[src/rtl/irq_sequencer.sv]
// ---------------------------------------------------------------------------
// irq_sequencer
//
// Purpose:
//   Interrupt front-end for the MCU core.
//   - Latches rising edges on NUM_SRC peripheral request lines into a
//     pending register.
//   - Gates pending requests with a per-source enable mask.
//   - Picks the highest-priority request; index 0 is the highest priority.
//   - Waits for an instruction boundary with the global machine interrupt
//     enable set, then issues a one-cycle int_taken pulse to the CSR file.
//   - Tracks handler occupancy until mret. Nesting is not supported.
//
// Parameters:
//   NUM_SRC  number of interrupt sources (1..16)
//   CAUSE_W  width of irq_cause; 2**CAUSE_W >= NUM_SRC
//
// Ports:
//   clk             system clock, rising-edge active
//   rst             synchronous active-low reset (0 = reset)
//   irq_src         level request lines; a rising edge raises a request
//   mask_w_en       write strobe for the enable mask
//   mask_w_data     new mask value, 1 = source enabled
//   csr_mie         global interrupt enable from the CSR file
//   instr_boundary  core can accept a trap this cycle
//   mret            one-cycle pulse when the core retires mret
//   int_taken       one-cycle trap pulse to the CSR file
//   irq_cause       index of the serviced source, latched at trap entry
//   in_handler      high while a handler is running
//   pending         current pending register
//   mask            current mask register
//
// Optional feature (macro IRQ_SYNC_EN):
//   When IRQ_SYNC_EN is defined, irq_src passes through a 2-flop
//   synchronizer before edge detection. This adds two cycles of
//   request-to-trap latency.
//   When IRQ_SYNC_EN is not defined, irq_src must already be synchronous
//   to clk.
// ---------------------------------------------------------------------------
module irq_sequencer #(
  parameter int NUM_SRC = 4,
  parameter int CAUSE_W = 4
) (
  input  logic               clk,
  input  logic               rst,
  input  logic [NUM_SRC-1:0] irq_src,
  input  logic               mask_w_en,
  input  logic [NUM_SRC-1:0] mask_w_data,
  input  logic               csr_mie,
  input  logic               instr_boundary,
  input  logic               mret,
  output logic               int_taken,
  output logic [CAUSE_W-1:0] irq_cause,
  output logic               in_handler,
  output logic [NUM_SRC-1:0] pending,
  output logic [NUM_SRC-1:0] mask
);

  typedef enum logic [1:0] {
    IDLE    = 2'd0,
    TAKE    = 2'd1,
    HANDLER = 2'd2
  } state_t;

  state_t state;
  state_t state_next;

  logic [NUM_SRC-1:0] src_in;
  logic [NUM_SRC-1:0] hist;
  logic [NUM_SRC-1:0] rise;
  logic [NUM_SRC-1:0] clr;
  logic [NUM_SRC-1:0] active;
  logic [CAUSE_W-1:0] sel;
  logic               any_req;
  logic               take_go;

  // -------------------------------------------------------------------------
  // Source conditioning
  // -------------------------------------------------------------------------
`ifdef IRQ_SYNC_EN
  logic [NUM_SRC-1:0] sync_q1;
  logic [NUM_SRC-1:0] sync_q2;

  always_ff @(posedge clk) begin
    if (!rst) begin
      sync_q1 <= '0;
      sync_q2 <= '0;
    end else begin
      sync_q1 <= irq_src;
      sync_q2 <= sync_q1;
    end
  end

  assign src_in = sync_q2;
`else
  assign src_in = irq_src;
`endif

  // -------------------------------------------------------------------------
  // Edge detection
  // The history register holds the conditioned source value from the
  // previous cycle.
  // -------------------------------------------------------------------------
  always_ff @(posedge clk) begin
    if (!rst) begin
      hist <= '0;
    end else begin
      hist <= src_in;
    end
  end

  assign rise = src_in & ~hist;

  // -------------------------------------------------------------------------
  // Claim vector
  // clr is one-hot on the latched cause and is asserted only during TAKE.
  // Comparing against each index avoids indexing past NUM_SRC when
  // CAUSE_W is wider than needed.
  // -------------------------------------------------------------------------
  always_comb begin
    clr = '0;
    if (state == TAKE) begin
      for (int i = 0; i < NUM_SRC; i++) begin
        clr[i] = (irq_cause == CAUSE_W'(i));
      end
    end
  end

  // -------------------------------------------------------------------------
  // Pending register
  // The new rise is ORed in after the claim clears the bit. A request that
  // re-arms in the TAKE cycle is therefore kept, not lost.
  // -------------------------------------------------------------------------
  always_ff @(posedge clk) begin
    if (!rst) begin
      pending <= '0;
    end else begin
      pending <= (pending & ~clr) | rise;
    end
  end

  // -------------------------------------------------------------------------
  // Mask register
  // The mask only gates selection; masked sources still latch into pending.
  // -------------------------------------------------------------------------
  always_ff @(posedge clk) begin
    if (!rst) begin
      mask <= '0;
    end else if (mask_w_en) begin
      mask <= mask_w_data;
    end
  end

  // -------------------------------------------------------------------------
  // Priority selection
  // The loop scans from high index to low, so the lowest set index is the
  // last one assigned and wins.
  // -------------------------------------------------------------------------
  assign active  = pending & mask;
  assign any_req = |active;

  always_comb begin
    sel = '0;
    for (int i = NUM_SRC - 1; i >= 0; i--) begin
      if (active[i]) begin
        sel = CAUSE_W'(i);
      end
    end
  end

  assign take_go = (state == IDLE) && any_req && csr_mie && instr_boundary;

  // -------------------------------------------------------------------------
  // FSM: state register
  // -------------------------------------------------------------------------
  always_ff @(posedge clk) begin
    if (!rst) begin
      state <= IDLE;
    end else begin
      state <= state_next;
    end
  end

  // -------------------------------------------------------------------------
  // FSM: next-state logic
  // HANDLER ignores new requests. Leaving on mret always goes through IDLE,
  // so the earliest follow-up trap is two cycles after mret.
  // -------------------------------------------------------------------------
  always_comb begin
    state_next = state;
    case (state)
      IDLE: begin
        if (take_go) begin
          state_next = TAKE;
        end
      end
      TAKE: begin
        state_next = HANDLER;
      end
      HANDLER: begin
        if (mret) begin
          state_next = IDLE;
        end
      end
      default: begin
        state_next = IDLE;
      end
    endcase
  end

  // -------------------------------------------------------------------------
  // FSM: outputs
  // -------------------------------------------------------------------------
  always_comb begin
    int_taken  = 1'b0;
    in_handler = 1'b0;
    case (state)
      TAKE:    int_taken  = 1'b1;
      HANDLER: in_handler = 1'b1;
      default: begin
        int_taken  = 1'b0;
        in_handler = 1'b0;
      end
    endcase
  end

  // -------------------------------------------------------------------------
  // Cause register
  // The cause is captured on the IDLE->TAKE decision, so it is valid during
  // the int_taken pulse. It is held through the handler and only reset
  // clears it.
  // -------------------------------------------------------------------------
  always_ff @(posedge clk) begin
    if (!rst) begin
      irq_cause <= '0;
    end else if (take_go) begin
      irq_cause <= sel;
    end
  end

endmodule

[config.mk]
export PLATFORM = sky130hd
export DESIGN_NAME = irq_sequencer
export DESIGN_NICKNAME = d
export VERILOG_FILES = /design/src/rtl/irq_sequencer.sv
export SDC_FILE = /design/constraint.sdc
export NUM_CORES = 1
export LEC_CHECK = 0
export ABC_AREA = 1
export ABC_CLOCK_PERIOD_IN_PS = 1400
export CORE_MARGIN = 3
export CORE_UTILIZATION = 42
export DETAILED_ROUTE_END_ITERATION = 8
export PLACE_DENSITY = 0.79
export SLEW_MARGIN = 20
export SYNTH_ARGS = -nofsm -noshare
export SYNTH_HDL_FRONTEND = slang
export SYNTH_SLANG_ARGS = --single-unit
[constraint.sdc]
create_clock -name clk -period 1.4 [get_ports clk]
set_clock_uncertainty 0.05 [all_clocks]
set_input_delay 0.28 -clock clk [delete_from_list [all_inputs] [get_ports clk]]
set_output_delay 0.28 -clock clk [all_outputs]
set_load 0.01 [all_outputs]
==> results of run 1 <==
## metrics by stage
step | instances | hold WS (ns) | setup TNS [ns] | cell area [sq um] | power (mW)
floorplan | 85 | 0.337 | 0 | 641 | 0.583
global placement | 125 | 0.352 | 0 | 922 | 0.681
detailed placement | 125 | 0.366 | -0.0889 | 922 | 0.685
CTS | 128 | 0.379 | 0 | 938 | 0.902
global route | 128 | 0.389 | 0 | 930 | 0.945
finish | 128 | 0.371 | 0 | 930 | 0.887
## cell families after synthesis
logic type | share of synthesized area [%]
other | 0.589
buffers and inverters | 9.43
DFF | 50.3
AOI/OAI and AO/OA | 8.25
and+or+nand+nor | 31.4
## sequential cells by signal (all words and copies together), names as in the netlist
signal and count:
irq_cause 2, pending 4, hist 4, state 2
mask 4
## placed cells by master (no fill, tap or decap), types with 3 or more instances in the layout
master,Yosys,final
nand2_1,16,16
nor2_1,13,13
clkdlybuf4s50_1,0,13
dfxtp_1,16,12
inv_1,10,10
dlygate4sd2_1,0,10
nand3_1,9,9
o21ai_0,8,8
clkbuf_4,0,3
dfxtp_2,0,3
## cell type report
type / instances / area, sq um / share of cell area, %
clock buffer: 3 / 22.5 / 2.42
inverter: 10 / 37.5 / 4.04
multi-input combinational: 56 / 260 / 28.0
sequential: 16 / 328 / 35.3
tap: 15 / 18.8 / 2.02
timing repair buffer: 28 / 263 / 28.3
## critical path, stage by stage, from the launching register on
cell      delay (ns)
dfxtp_2         0.36
inv_1           0.08
nor2_4          0.09
clkbuf_2        0.14
## final timing paths
kind	cells past startpoint	slack, ns	endpoint
worst max-delay path	3	0.12	int_taken
worst min-delay path	1	0.37	pending[0]
worst max register to register	7	0.29	irq_cause[0]
worst min register to register	1	0.37	pending[0]
## routing by layer
metal / GRT usage, % / share of wire (%) / routed length, um
met4: 11.7 / 3.0 / 42
met2: 28.0 / 48 / 670
met3: 4.78 / 7.1 / 99
met5: 0 / 0 / 0
met1: 18.6 / 42 / 589
## power by group
group | leakage [nW] | switching [mW] | internal (mW)
clock network | 0.0138 | 0.131 | 0.0997
logic | 0.307 | 0.0699 | 0.0816
registers | 0.135 | 0.0212 | 0.484
## repair_timing
| action | 4_1_cts | 5_1_grt |
|---|---|---|
| hold buffers | 0 | 0 |
| gates cloned | 0 | 0 |
| setup endpoints to repair | 12 | 2 |
| resized for setup | 19 | 3 |
## cells in the mapped netlist
| cell | number |
|---|---|
| nor2_1 | 13 |
| dfxtp_1 | 16 |
| nor2_2 | 2 |
| a21oi_1 | 1 |
| nor2_4 | 1 |
| nor3b_1 | 1 |
| nand3_2 | 1 |
| buf_4 | 3 |
| nand2_1 | 16 |
| nand3_1 | 9 |
| o21a_1 | 1 |
| o21ai_0 | 8 |
| inv_1 | 10 |
| nor3_1 | 1 |
| conb_1 | 1 |
==> flow_metrics.py, run 1 <==
metrics = {
    "status": {
        "status": "finished clean",
    },
    "routing": {
        "drc_errors": 0,
        "wire_per_inst_um": 10.9,
        "dr.pass1.iters": 4,
        "finalWirelength_mm": 1.40,
        "drt_iter0_drc": 7,
        "viasPerCell": 4.78,
        "drtAntennaViolNets": 0,
        "via_count": 612,
    },
    "global_routing": {
        "antenna_found_initial": 0,
        "grt_pass1_wl_mm": 2.46,
        "grt_max_degree": 17,
        "grt_pass1_vias": 611,
        "grt_use_total_pct": 17.0,
        "grt_overflow": 0,
    },
    "cts": {
        "clk_latency_ns": 0.28,
        "clk_pin_slew_ns": 0.08,
        "cts_buffers": 3,
        "cts_sinks": 16,
        "post_cts_buffers": 0,
        "root_buffer": "clkbuf_4",
        "h-tree-depth": 1,
        "cts_tree": "done",
        "clk_path_buf_depth": 2,
    },
    "worst_setup_path": {
        "critPathLaunch": "state[0]",
        "start_kind": "flip-flop",
        "worstSetupPathType": "flip-flop to primary output",
        "arrival_ns": 0.95,
        "cp.required_ns": 1.07,
        "r2r-start": "state[1]",
        "worstSetupEndpointType": "primary output",
        "path_max_fanout": 4,
    },
    "yosys": {
        "netlist_top_cells_area": "dfxtp_1 50%, nand2_1 9.4%, nor2_1 7.7%",
        "synth_seq_cells": 16,
        "synthCells": 84,
        "netlist_area_sq_um": 637,
        "synth_top_cell_by_area": "dfxtp_1",
        "synth_cell_types": 15,
        "avgSynthCellArea_sq_um": 7.58,
        "yosysTopAreaCellShare_pct": 50.3,
        "ys_seq_area_share_pct": 50.3,
        "yosys_warnings": 0,
    },
    "place": {
        "io_buffer_count": 25,
        "dp_hpwl_mm": 1.10,
        "place_ws_ns": -0.0533,
        "routabilityCongestion": 0.709,
    },
    "timing": {
        "finalCriticalPeriod_ns": 1.28,
        "finalCritPeriodShare_pct": 91.2,
        "grt_setup_unrepaired": "false",
        "max_freq_mhz": 783,
        "finalHoldViolations": 0,
        "report.final.slew_viol_count": 0,
        "setup_viol_count_final": 0,
        "layout_setup_ws_ns": 0.123,
    },
    "floorplanning": {
        "coreArea_sq_um": 1370,
        "die-area_sq_um": 2020,
        "io_pins": 28,
        "initial_core_util_pct": 46.6,
        "num_rows": 13,
        "die_w_um": 44.9,
        "die_h_um": 44.9,
    },
    "layout": {
        "nets": 129,
        "area_growth_pct": 46.0,
        "fill_cells": 127,
        "final_layout_size_suffix_gt1_share_pct": 14.2,
        "fin_util_pct": 68.0,
        "antenna_cells": 0,
    },
    "pwr": {
        "leakage_nw": 0.455,
        "power_density_nw_per_um2": 954,
        "max-vdd-ir-drop_v": 0.000634,
    },
    "worst_hold_path": {
        "min_path_type": "flip-flop to flip-flop",
        "min-delay-start": "hist[0]",
    },
    "run": {
        "drv_cap": 0,
    },
}
Note: power is estimated with default switching activity, not from simulation.
==> run 2: changes to the inputs <==
--- a/config.mk
+++ b/config.mk
@@ -10,8 +10,9 @@
 export CORE_MARGIN = 3
 export CORE_UTILIZATION = 42
 export DETAILED_ROUTE_END_ITERATION = 8
-export PLACE_DENSITY = 0.79
+export PLACE_DENSITY = 0.8
 export SLEW_MARGIN = 20
 export SYNTH_ARGS = -nofsm -noshare
 export SYNTH_HDL_FRONTEND = slang
 export SYNTH_SLANG_ARGS = --single-unit
+export TNS_END_PERCENT = 20
==> flow_metrics.py, run 2 (synthesized netlist as in run 1, its figures left out) <==
metrics = {
    "global_routing": {
        "grt_use_total_pct": 16.0,
        "busiest_layer": "met2",
        "grt_pass1_vias": 537,
        "grt_overflow": 0,
        "antenna_found_initial": 0,
        "grt_max_degree": 17,
        "grtUsageMet1_pct": 19.3,
        "grtUsageMet3_pct": 5.98,
        "grt_util_met2_pct": 26.0,
        "grt_pass1_wl_mm": 2.33,
    },
    "layout": {
        "final_layout_size_suffix_gt1_share_pct": 14.9,
        "antenna_cells": 0,
        "nets": 129,
        "postLayoutCellArea_sq_um": 931,
        "final_cell_count_no_fill": 129,
        "fill_cells": 138,
        "area_growth_pct": 46.2,
        "final_common_cell": "nand2_1",
        "reg_top3": "hist (4), mask (4), pending (4)",
        "layout_common_cells": "16 x nand2_1, 13 x nor2_1, 13 x clkdlybuf4s50_1",
    },
    "pwr": {
        "power_density_nw_per_um2": 1020,
        "max-vdd-ir-drop_v": 0.000645,
        "p_total_mw": 0.952,
        "leakage_nw": 0.457,
    },
    "routing": {
        "via_count": 589,
        "wire_per_inst_um": 10.5,
        "drt_iter0_drc": 4,
        "drtAntennaViolNets": 0,
        "dr.pass1.iters": 4,
        "finalWirelength_mm": 1.36,
        "drc_errors": 0,
        "viasPerCell": 4.57,
    },
    "worst_hold_path": {
        "hold_path_depth": 1,
        "min-delay-start": "hist[1]",
        "min_path_type": "flip-flop to flip-flop",
    },
    "cts": {
        "post_cts_buffers": 0,
        "clk_pin_slew_ns": 0.09,
        "h-tree-depth": 1,
        "root_buffer": "clkbuf_4",
        "hold_buffers": 0,
        "cts_buffers": 3,
        "cts_tree": "done",
        "cts_sinks": 16,
        "clk_latency_ns": 0.29,
        "clk_path_buf_depth": 2,
    },
    "place": {
        "dp_hpwl_mm": 1.12,
        "dp.cells": 125,
        "io_buffer_count": 25,
        "placed_area_sq_um": 910,
        "routabilityCongestion": 0.746,
    },
    "worst_setup_path": {
        "critical_path_depth": 1,
        "worstSetupPathType": "flip-flop to primary output",
        "r2r_cells": 7,
        "start_kind": "flip-flop",
        "cp_slowest_cell": "dfxtp_1",
        "cp_top_family": "flip-flops",
        "slowest_delay_ns": 0.38,
        "critPathLaunch": "mask[3]",
        "arrival_ns": 0.96,
        "path_max_fanout": 4,
        "worstSetupEndpointType": "primary output",
        "cp.required_ns": 1.07,
        "r2r-start": "state[1]",
        "crit_chain": "dlygate4sd2_1",
        "critical_path_buf_inv_count": 1,
    },
    "floorplanning": {
        "die_h_um": 44.9,
        "coreArea_sq_um": 1370,
        "initial_core_util_pct": 46.6,
        "die-area_sq_um": 2020,
        "die_w_um": 44.9,
        "io_pins": 28,
        "num_rows": 13,
    },
    "timing": {
        "max_freq_mhz": 774,
        "grt_setup_unrepaired": "false",
        "finalCriticalPeriod_ns": 1.29,
        "finalCritPeriodShare_pct": 92.3,
        "finalHoldViolations": 0,
        "setup_viol_count_final": 0,
        "report.final.slew_viol_count": 0,
    },
    "run": {
        "drv_cap": 0,
    },
    "status": {
        "status": "finished clean",
    },
}
-- run 2: where the power goes --
part / switching (mW) / internal [mW] / total [mW]
Clock: 0.143 / 0.159 / 0.302
Sequential: 0.0214 / 0.484 / 0.505
Combinational: 0.0678 / 0.0778 / 0.146
Total: 0.232 / 0.720 / 0.952
-- run 2: timing repair --
action,in CTS,in global routing
pin swaps,0,0
gates resized for setup,18,3
endpoints found under the setup margin,12,2
gates cloned,0,0
-- run 2: metal layers --
layer	wire length [um]	vias up
met3	82	3
met1	600	251
met5	0	-
li1	-	320
met4	14	0
met2	662	15
-- run 2: final timing paths --
path                   to  slack [ns]
max               mask[3]        0.11
min            pending[1]        0.37
max reg2reg  irq_cause[0]        0.32
min reg2reg    pending[1]        0.37
-- run 2: cell type report --
type                       count  area, sq um  share of cell area, %
clock buffer                   4         36.3                   3.90
inverter                      10         37.5                   4.03
multi-input combinational     56          260                   28.0
sequential                    16          328                   35.2
tap                           15         18.8                   2.02
timing repair buffer          28          250                   26.9
-- run 2: per-stage QoR --
step | TNS, ns | setup WS (ns) | hold slack, ns | util (%)
2_1_floorplan | 0 | 0.442 | 0.337 | -
3_3_place_gp | 0 | 0.0213 | 0.351 | 66.6
3_5_place_dp | -0.0242 | -0.0179 | 0.365 | 66.6
4_1_cts | 0 | 0.000413 | 0.377 | 68.7
5_1_grt | 0 | 0.0523 | 0.391 | 68.1
6_report | 0 | 0.107 | 0.369 | 68.1
==> run 3: changes to the inputs <==
--- a/config.mk
+++ b/config.mk
@@ -6,7 +6,7 @@
 export NUM_CORES = 1
 export LEC_CHECK = 0
 export ABC_AREA = 1
-export ABC_CLOCK_PERIOD_IN_PS = 1400
+export CAP_MARGIN = 10
 export CORE_MARGIN = 3
 export CORE_UTILIZATION = 42
 export DETAILED_ROUTE_END_ITERATION = 8
==> results of run 3 <==
No change in the layout: final DEF, timing and power equal those of run 2.
